==> src/rtl/sa_stream_sequencer_pkg.sv <==
// Shared types for the GEMM tile sequencer: FSM state encoding and pipeline latency helper.
package sa_stream_sequencer_pkg;

  typedef enum logic [1:0] {
    SEQ_IDLE,
    SEQ_STREAM,
    SEQ_DRAIN,
    SEQ_DONE
  } seq_state_t;

  // Skew (SA_SIZE) + array traversal (SA_SIZE) + de-skew register stage.
  function automatic int sa_pipe_lat(input int sa_size);
    return 2 * sa_size + 1;
  endfunction

endpackage

==> src/rtl/sa_stream_sequencer_valid_tag_delay.sv <==
// Unconditional 1-bit shift register carrying row-valid tags alongside the fixed-latency datapath.
module valid_tag_delay #(
  parameter int DEPTH = 2
) (
  input  logic clk,
  input  logic resetn,
  input  logic din,
  output logic dout
);

  logic [DEPTH-1:0] tag_sr;

  always_ff @(posedge clk or negedge resetn) begin
    if (!resetn) begin
      tag_sr <= '0;
    end else begin
      tag_sr <= {tag_sr[DEPTH-2:0], din};
    end
  end

  assign dout = tag_sr[DEPTH-1];

endmodule

==> src/rtl/sa_stream_sequencer.sv <==
// Sequences one GEMM tile through skew -> systolic array -> de-skew; sole flow control for that path.
module sa_stream_sequencer
  import sa_stream_sequencer_pkg::*;
#(
  parameter int SA_SIZE  = 8,
  parameter int LEN_W    = 16,
  parameter int PIPE_LAT = sa_pipe_lat(SA_SIZE)
) (
  input  logic             clk,
  input  logic             resetn,
  input  logic             cmd_valid,
  output logic             cmd_ready,
  input  logic [LEN_W-1:0] cmd_len,
  input  logic             act_valid,
  output logic             act_ready,
  output logic             sa_in_sel,
  output logic             sa_acc_clr,
  output logic             out_row_valid,
  output logic             out_last,
  output logic             busy,
  output logic             done,
  output seq_state_t       state_dbg
);

  // Handshakes: a transfer happens on a rising edge where valid && ready are both 1.
  // ready never depends on valid; valid may depend on nothing here.

  seq_state_t       state_q, state_d;
  logic [LEN_W-1:0] len_q, issued_q, retired_q;
  logic             cmd_fire, act_fire, tag_out;

  always_ff @(posedge clk or negedge resetn) begin
    if (!resetn) begin
      state_q   <= SEQ_IDLE;
      len_q     <= '0;
      issued_q  <= '0;
      retired_q <= '0;
    end else begin
      state_q <= state_d;
      if (cmd_fire) begin
        len_q     <= cmd_len;
        issued_q  <= '0;
        retired_q <= '0;
      end else begin
        if (act_fire)      issued_q  <= issued_q + LEN_W'(1);
        if (out_row_valid) retired_q <= retired_q + LEN_W'(1);
      end
    end
  end

  always_comb begin
    state_d       = state_q;
    cmd_ready     = 1'b0;
    act_ready     = 1'b0;
    sa_in_sel     = 1'b0;
    sa_acc_clr    = 1'b0;
    cmd_fire      = 1'b0;
    act_fire      = 1'b0;
    out_row_valid = tag_out;
    // Counters are compared before increment so len = 2^LEN_W-1 never wraps.
    out_last      = tag_out && (retired_q == len_q - LEN_W'(1));
    busy          = (state_q != SEQ_IDLE);
    done          = 1'b0;
    unique case (state_q)
      SEQ_IDLE: begin
        cmd_ready = resetn;
        cmd_fire  = cmd_valid && resetn;
        if (cmd_fire) begin
          if (cmd_len != '0) begin
            sa_acc_clr = 1'b1;
            state_d    = SEQ_STREAM;
          end else begin
            state_d = SEQ_DONE;
          end
        end
      end
      SEQ_STREAM: begin
        act_ready = 1'b1;
        act_fire  = act_valid;
        sa_in_sel = act_valid;
        if (act_fire && (issued_q == len_q - LEN_W'(1))) state_d = SEQ_DRAIN;
      end
      SEQ_DRAIN: begin
        if (out_last) state_d = SEQ_DONE;
      end
      SEQ_DONE: begin
        done    = 1'b1;
        state_d = SEQ_IDLE;
      end
      default: state_d = SEQ_IDLE;
    endcase
  end

  // A bubble pushes a 0 tag, so output spacing mirrors input spacing.
  valid_tag_delay #(.DEPTH(PIPE_LAT)) u_tag_delay (
    .clk    (clk),
    .resetn (resetn),
    .din    (act_fire),
    .dout   (tag_out)
  );

  assign state_dbg = state_q;

endmodule

==> config.mk <==
export PLATFORM = sky130hd
export DESIGN_NAME = sa_stream_sequencer
export DESIGN_NICKNAME = d
export VERILOG_FILES = /design/src/rtl/sa_stream_sequencer_pkg.sv /design/src/rtl/sa_stream_sequencer_valid_tag_delay.sv /design/src/rtl/sa_stream_sequencer.sv
export SDC_FILE = /design/constraint.sdc
export NUM_CORES = 1
export LEC_CHECK = 0
export CORE_UTILIZATION = 40
export CTS_BUF_LIST = sky130_fd_sc_hd__clkbuf_8
export DETAILED_ROUTE_END_ITERATION = 12
export MAX_ROUTING_LAYER = met4
export SYNTH_ARGS = -nofsm -noshare
export SYNTH_HDL_FRONTEND = slang
export SYNTH_SLANG_ARGS = --single-unit
==> constraint.sdc <==
create_clock -name clk -period 4.7 [get_ports clk]
set_clock_uncertainty 0.05 [all_clocks]
set_input_delay 1.41 -clock clk [delete_from_list [all_inputs] [get_ports clk]]
set_output_delay 1.41 -clock clk [all_outputs]
set_load 0.05 [all_outputs]
# Word-level counts from Yosys, hierarchy flattened
# Index checks and enable logic that the tools add are counted.
# W data, S select, Z words.
[op_classes]
n_eq_ne = 8
reduce_logical = 9
muxes = 17
addsub = 3
[op_table]
columns = ["op", "n"]
rows = [
  ["$mux W16", 4],
  ["$add A16 B1 Y16 const B", 2],
  ["$eq A16 B16 Y1", 2],
  ["$reduce_bool A16 Y1", 1],
  ["$sub A16 B1 Y16 const B", 1],
  ["$mux W1", 8],
  ["$mux W2", 4],
  ["$pmux W2 S4", 1],
  ["$ne A2 B2 Y1 const B", 3],
  ["$reduce_bool A2 Y1", 3],
  ["$eq A2 B2 Y1 const B", 2],
  ["$logic_and A1 B1 Y1", 3],
  ["$reduce_and A3 Y1", 1],
  ["$eq A2 B1 Y1 const B", 1],
  ["$logic_not A2 Y1", 1],
]
[totals]
elab_cells = 42
regBits = 67
out_inout_bits = 10
input_bits = 20

# Depth between registers and ports, before layout
[logic_depth]
word_depth = 5
mapped_depth = 11

# Hierarchy
# Synthesis repeated with hierarchy kept, for this count alone.
[unflattened]
cells_unflattened = 384
area_unflattened_um2 = 3628.5
[modules_own_cells]
columns = ["module", "cells_each", "area_per_inst_um2", "seq_area_each_um2", "n_inst"]
rows = [
  ["sa_stream_sequencer", 367, 3203.1, 1251.2, 1],
  ["valid_tag_delay", 17, 425.4, 425.4, 1],
]

# Least setup slack after synthesis
# No wires, ideal clock.
[synth_timing]
path_type = "register to output"
startpoint = "register len_q[5]"
endpoint = "output out_last"
setup_slack_ns = 0.138
path_stages_with_launch = 11
arrival_time_ns = 3.102
path_cell_list = "dfrtp_1 > buf_2 > or3_1 > buf_2 > or3_1 > buf_2 > or4_4 > xnor2_1 > nor3b_1 > nand4_1 > nor2_1"
[synth_via]
elab_chain_cells = 3
[synth_lines]
columns = ["element", "line_no", "rtl"]
rows = [
  ["start, declared", "sa_stream_sequencer.sv:29", "logic [LEN_W-1:0] len_q, issued_q, retired_q;"],
  ["start signal, assigned", "sa_stream_sequencer.sv:41", "len_q <= cmd_len;"],
  ["$sub A16 B1 Y16", "sa_stream_sequencer.sv:61", "out_last = tag_out && (retired_q == len_q - LEN_W'(1));"],
  ["$eq A16 B16 Y1", "sa_stream_sequencer.sv:61", ""],
  ["$logic_and A1 B1 Y1", "sa_stream_sequencer.sv:61", ""],
  ["end, declared", "sa_stream_sequencer.sv:19", "output logic out_last,"],
]
# No other way between the ends.

# Worst setup path in the final report
[layout_timing]
startpoint = "register len_q[6]"
endpoint = "output out_last"
# The elaborated chain is that of the path after synthesis.

==> summary.md <==
| Metric | Value |
|---|---|
| Worst vdd ir | `0.305 mV` |
| Commonest non-fill, non-tap cells in the layout | `dfrtp_1 (67), nand2_1 (56), nor2_1 (40)` |
| Worst endpoint required time | `3240 ps` |
| Final min period | `4590 ps` |
| Post-synthesis sequential area ratio | `0.457` |
| Total Routing Usage GR | `0.201` |
| Buffers on Ports | `29` |
| Post-DP HPWL | `6.39 mm` |
| Starting DRT DRC Count | `140` |
| DP Cell Count | `515` |
| Synth top area share | `0.457` |
| GP Congestion | `0.900` |
| Critical path type | `flop to primary output` |
| RSZ-0062 raised after global routing | `no` |
| Antenna diodes | `0` |
| Setup_tns | `0 ps` |
| Final layout net count | `445` |
| CP startpoint | `len_q[6]$_DFFE_PN0P_` |
| Leakage | `1.91 nW` |
| HP Class | `flop to flop` |
| Worst r2r path cells | `10` |
| Die area | `0.00956 mm2` |
| Flop2flop setup slack | `1280 ps` |
| Worst Max-Slew Pin Slew | `827 ps` |
| # setup viols final | `0` |
| Top cell by count, worst path | `or3_4` |
| Post-synth cell types | `50` |
| Clock Path Buffers | `2` |
| Pwr dens | `562 mW/mm2` |
| Die X | `97.8 um` |
| Core area | `0.00881 mm2` |
| Post-CTS setup repair buffer count | `0` |
| Largest area contributor in the netlist | `dfrtp_1` |
| Num rows | `34` |
| Slowest-stage cell, CP | `or4_4` |
| Most common cell after layout, fill and taps aside | `dfrtp_1` |
| Final Hold Vio Count | `0` |
| Cell area after synthesis | `0.00367 mm2` |
| Worst-path clk slew | `80 ps` |
| TritonCTS Buffers | `9` |
| Commonest register cell after synthesis | `dfrtp_1` |
| CP Capture Type | `primary output` |
| Worst Hold Path EP | `u_tag_delay.tag_sr[2]$_DFF_PN0_` |
| Synthesis-stage register bit count | `67` |
| Slowest stage delay, CP | `510 ps` |
| FF-to-FF End | `state_dbg[1]$_DFFE_PN0P_` |
| First-pass GRT wire length | `14.4 mm` |
| Num Clock Sinks | `67` |
| Critical path launch point type | `flop` |
| Met2 wire len | `4.00 mm` |
| Fmax | `218 MHz` |
| Ys async rst share | `1.00` |
| Ys Warns | `0` |
| Vias | `2847` |
| Largest cells by area after synthesis | `dfrtp_1 (46%), xor2_1 (8.8%), xnor2_1 (6.2%)` |
| Vias per inst | `5.36` |
| Vias in the first global route | `2713` |
| CP Buf/Inv Count | `1` |
| Number of synthesized flops with an enable pin | `0` |
| Tcrit/Tclk final | `0.976` |
| Antenna violations before repair | `0` |
| Share of cells above drive strength 1 | `0.0946` |
| Top Layer Used | `met4` |
| Worst hold path startpoint | `u_tag_delay.tag_sr[1]$_DFF_PN0_` |
| Non-Filler Instances | `531` |
| Met3 WL | `364 um` |
| Syn avg cell area | `9.41 um2` |
| Final Power | `2.42 mW` |
| Slew Limit Fails | `0` |
| Initial core utilization | `0.417` |
| Routed Antenna Nets | `0` |
| Largest net degree at the start of global routing | `66` |
| Critical Path AT | `3130 ps` |
| Clk root buf | `clkbuf_8` |
| Worst-skew pair later-pin latency | `350 ps` |
| Relative slew slack | `0.449` |
| Met1 Routed Length | `4.18 mm` |
| Ports | `30` |
| Crit path cell chain | `or3_4 -> or3_4 -> or4_4 -> xnor2_1 -> nor3b_1 -> nand4_1 -> nor2_2 -> buf_12` |
| Syn-to-layout area delta | `17.4%` |
| Worst R2R Start | `len_q[0]$_DFFE_PN0P_` |
| Top delay family on crit path | `simple AND/OR/NAND/NOR gates` |
| Drt first pass iters | `4` |
| H-Tree Level Count | `3` |
| Die Height | `97.8 um` |
| Outcome | `complete, no violations` |
| Max Cap Viol | `0` |
| DRC | `0` |
| Syn Nets | `417` |
| WL final | `8.70 mm` |
| Grt ovf | `0` |
| Hold path cells | `0` |
| Routed wire length per instance | `16.4 um` |
| Syn Inst Count | `390` |
| Critical path peak fanout | `9` |
| CTS tree | `built` |
==> metal layers <==
layer | GRT usage | vias to the layer above
li1 | - | 1388
met1 | 0.281 | 1384
met2 | 0.296 | 63
met3 | 0.0308 | 12
met4 | 0.0781 | 0
met5 | - | -
==> state kept, by name, summed over array words and instances (netlist names) <==
signal,cells
issued_q,16
len_q,16
retired_q,16
state_dbg,2
u_tag_delay.tag_sr,17
==> worst reg2reg max path: cells and delay by family, from the launching register on <==
family / cells / cell delay [ps]
AO/OA/AOI/OAI: 2 / 540
adder cells (fa/ha/maj): 1 / 210
buffers and inverters: 1 / 90
flip-flops: 1 / 440
multiplexers: 1 / 140
AND/OR/NAND/NOR: 5 / 1840
==> what timing repair did <==
item	CTS	global route
hold buffers	0	0
setup endpoints to repair	1	1
gates resized for setup	3	5
==> cell usage after synthesis, types with 3 or more instances <==
library cell,n
clkbuf_1,14
ha_1,7
nor3_1,6
or3_1,5
nor2_1,43
inv_1,11
a21oi_1,4
nand3_1,17
dfrtp_1,67
nand2b_1,4
nor4_1,9
or4_1,3
o21ai_0,12
a22oi_1,4
nand4_1,7
and3_1,7
mux2i_1,6
xor2_1,37
buf_2,5
and4_1,4
xnor2_1,26
nand2_1,56
==> layout make-up <==
| class | instances | area (um2) |
|---|---|---|
| well taps | 108 | 135 |
| fillers | 835 | 4500 |
| clock buffers | 9 | 124 |
| clock inverters | 7 | 52.6 |
| repair buffers | 36 | 365 |
| inverters | 12 | 45.0 |
| flip-flops and latches | 67 | 1680 |
| multi-input cells | 292 | 1910 |
==> kinds of logic (layout without fill, tap and decap cells) <==
kind of cell    after synthesis  after routing  synth area share
buf+inv                      31             64            0.0334
simple gates                174            174             0.233
xor+xnor                     64             64             0.156
fa+ha+maj                     7              7            0.0239
flops                        67             67             0.457
compound gates               40             40            0.0771
mux                           7              7            0.0194
==> through the flow <==
step	utilization	setup WS (ps)	hold WS, ps	cell area, um2
final	0.489	113	300	4310
after global routing	0.489	31.5	314	4310
after CTS	0.487	5.60	303	4290
after detailed placement	0.466	195	285	4100
after global placement	0.466	296	283	4100
after floorplan	-	138	281	3670
==> power by group <==
part           internal (mW)  total, mW  switching (mW)
logic                  0.448       1.08           0.631
registers              0.721      0.910           0.189
clock network          0.194      0.431           0.237
total                   1.36       2.42            1.06
==> worst max-delay path by stage <==
| stage | to | cells after the start | slack, ps |
|---|---|---|---|
| 2_1_floorplan | out_last | 10 | 140 |
| 3_3_place_gp | out_last | 10 | 300 |
| 3_5_place_dp | out_last | 10 | 190 |
| 4_1_cts | out_last | 8 | 6 |
| 5_1_grt | out_last | 8 | 30 |
| 6_report | out_last | 8 | 110 |
Power figures use the tool's default switching activity.
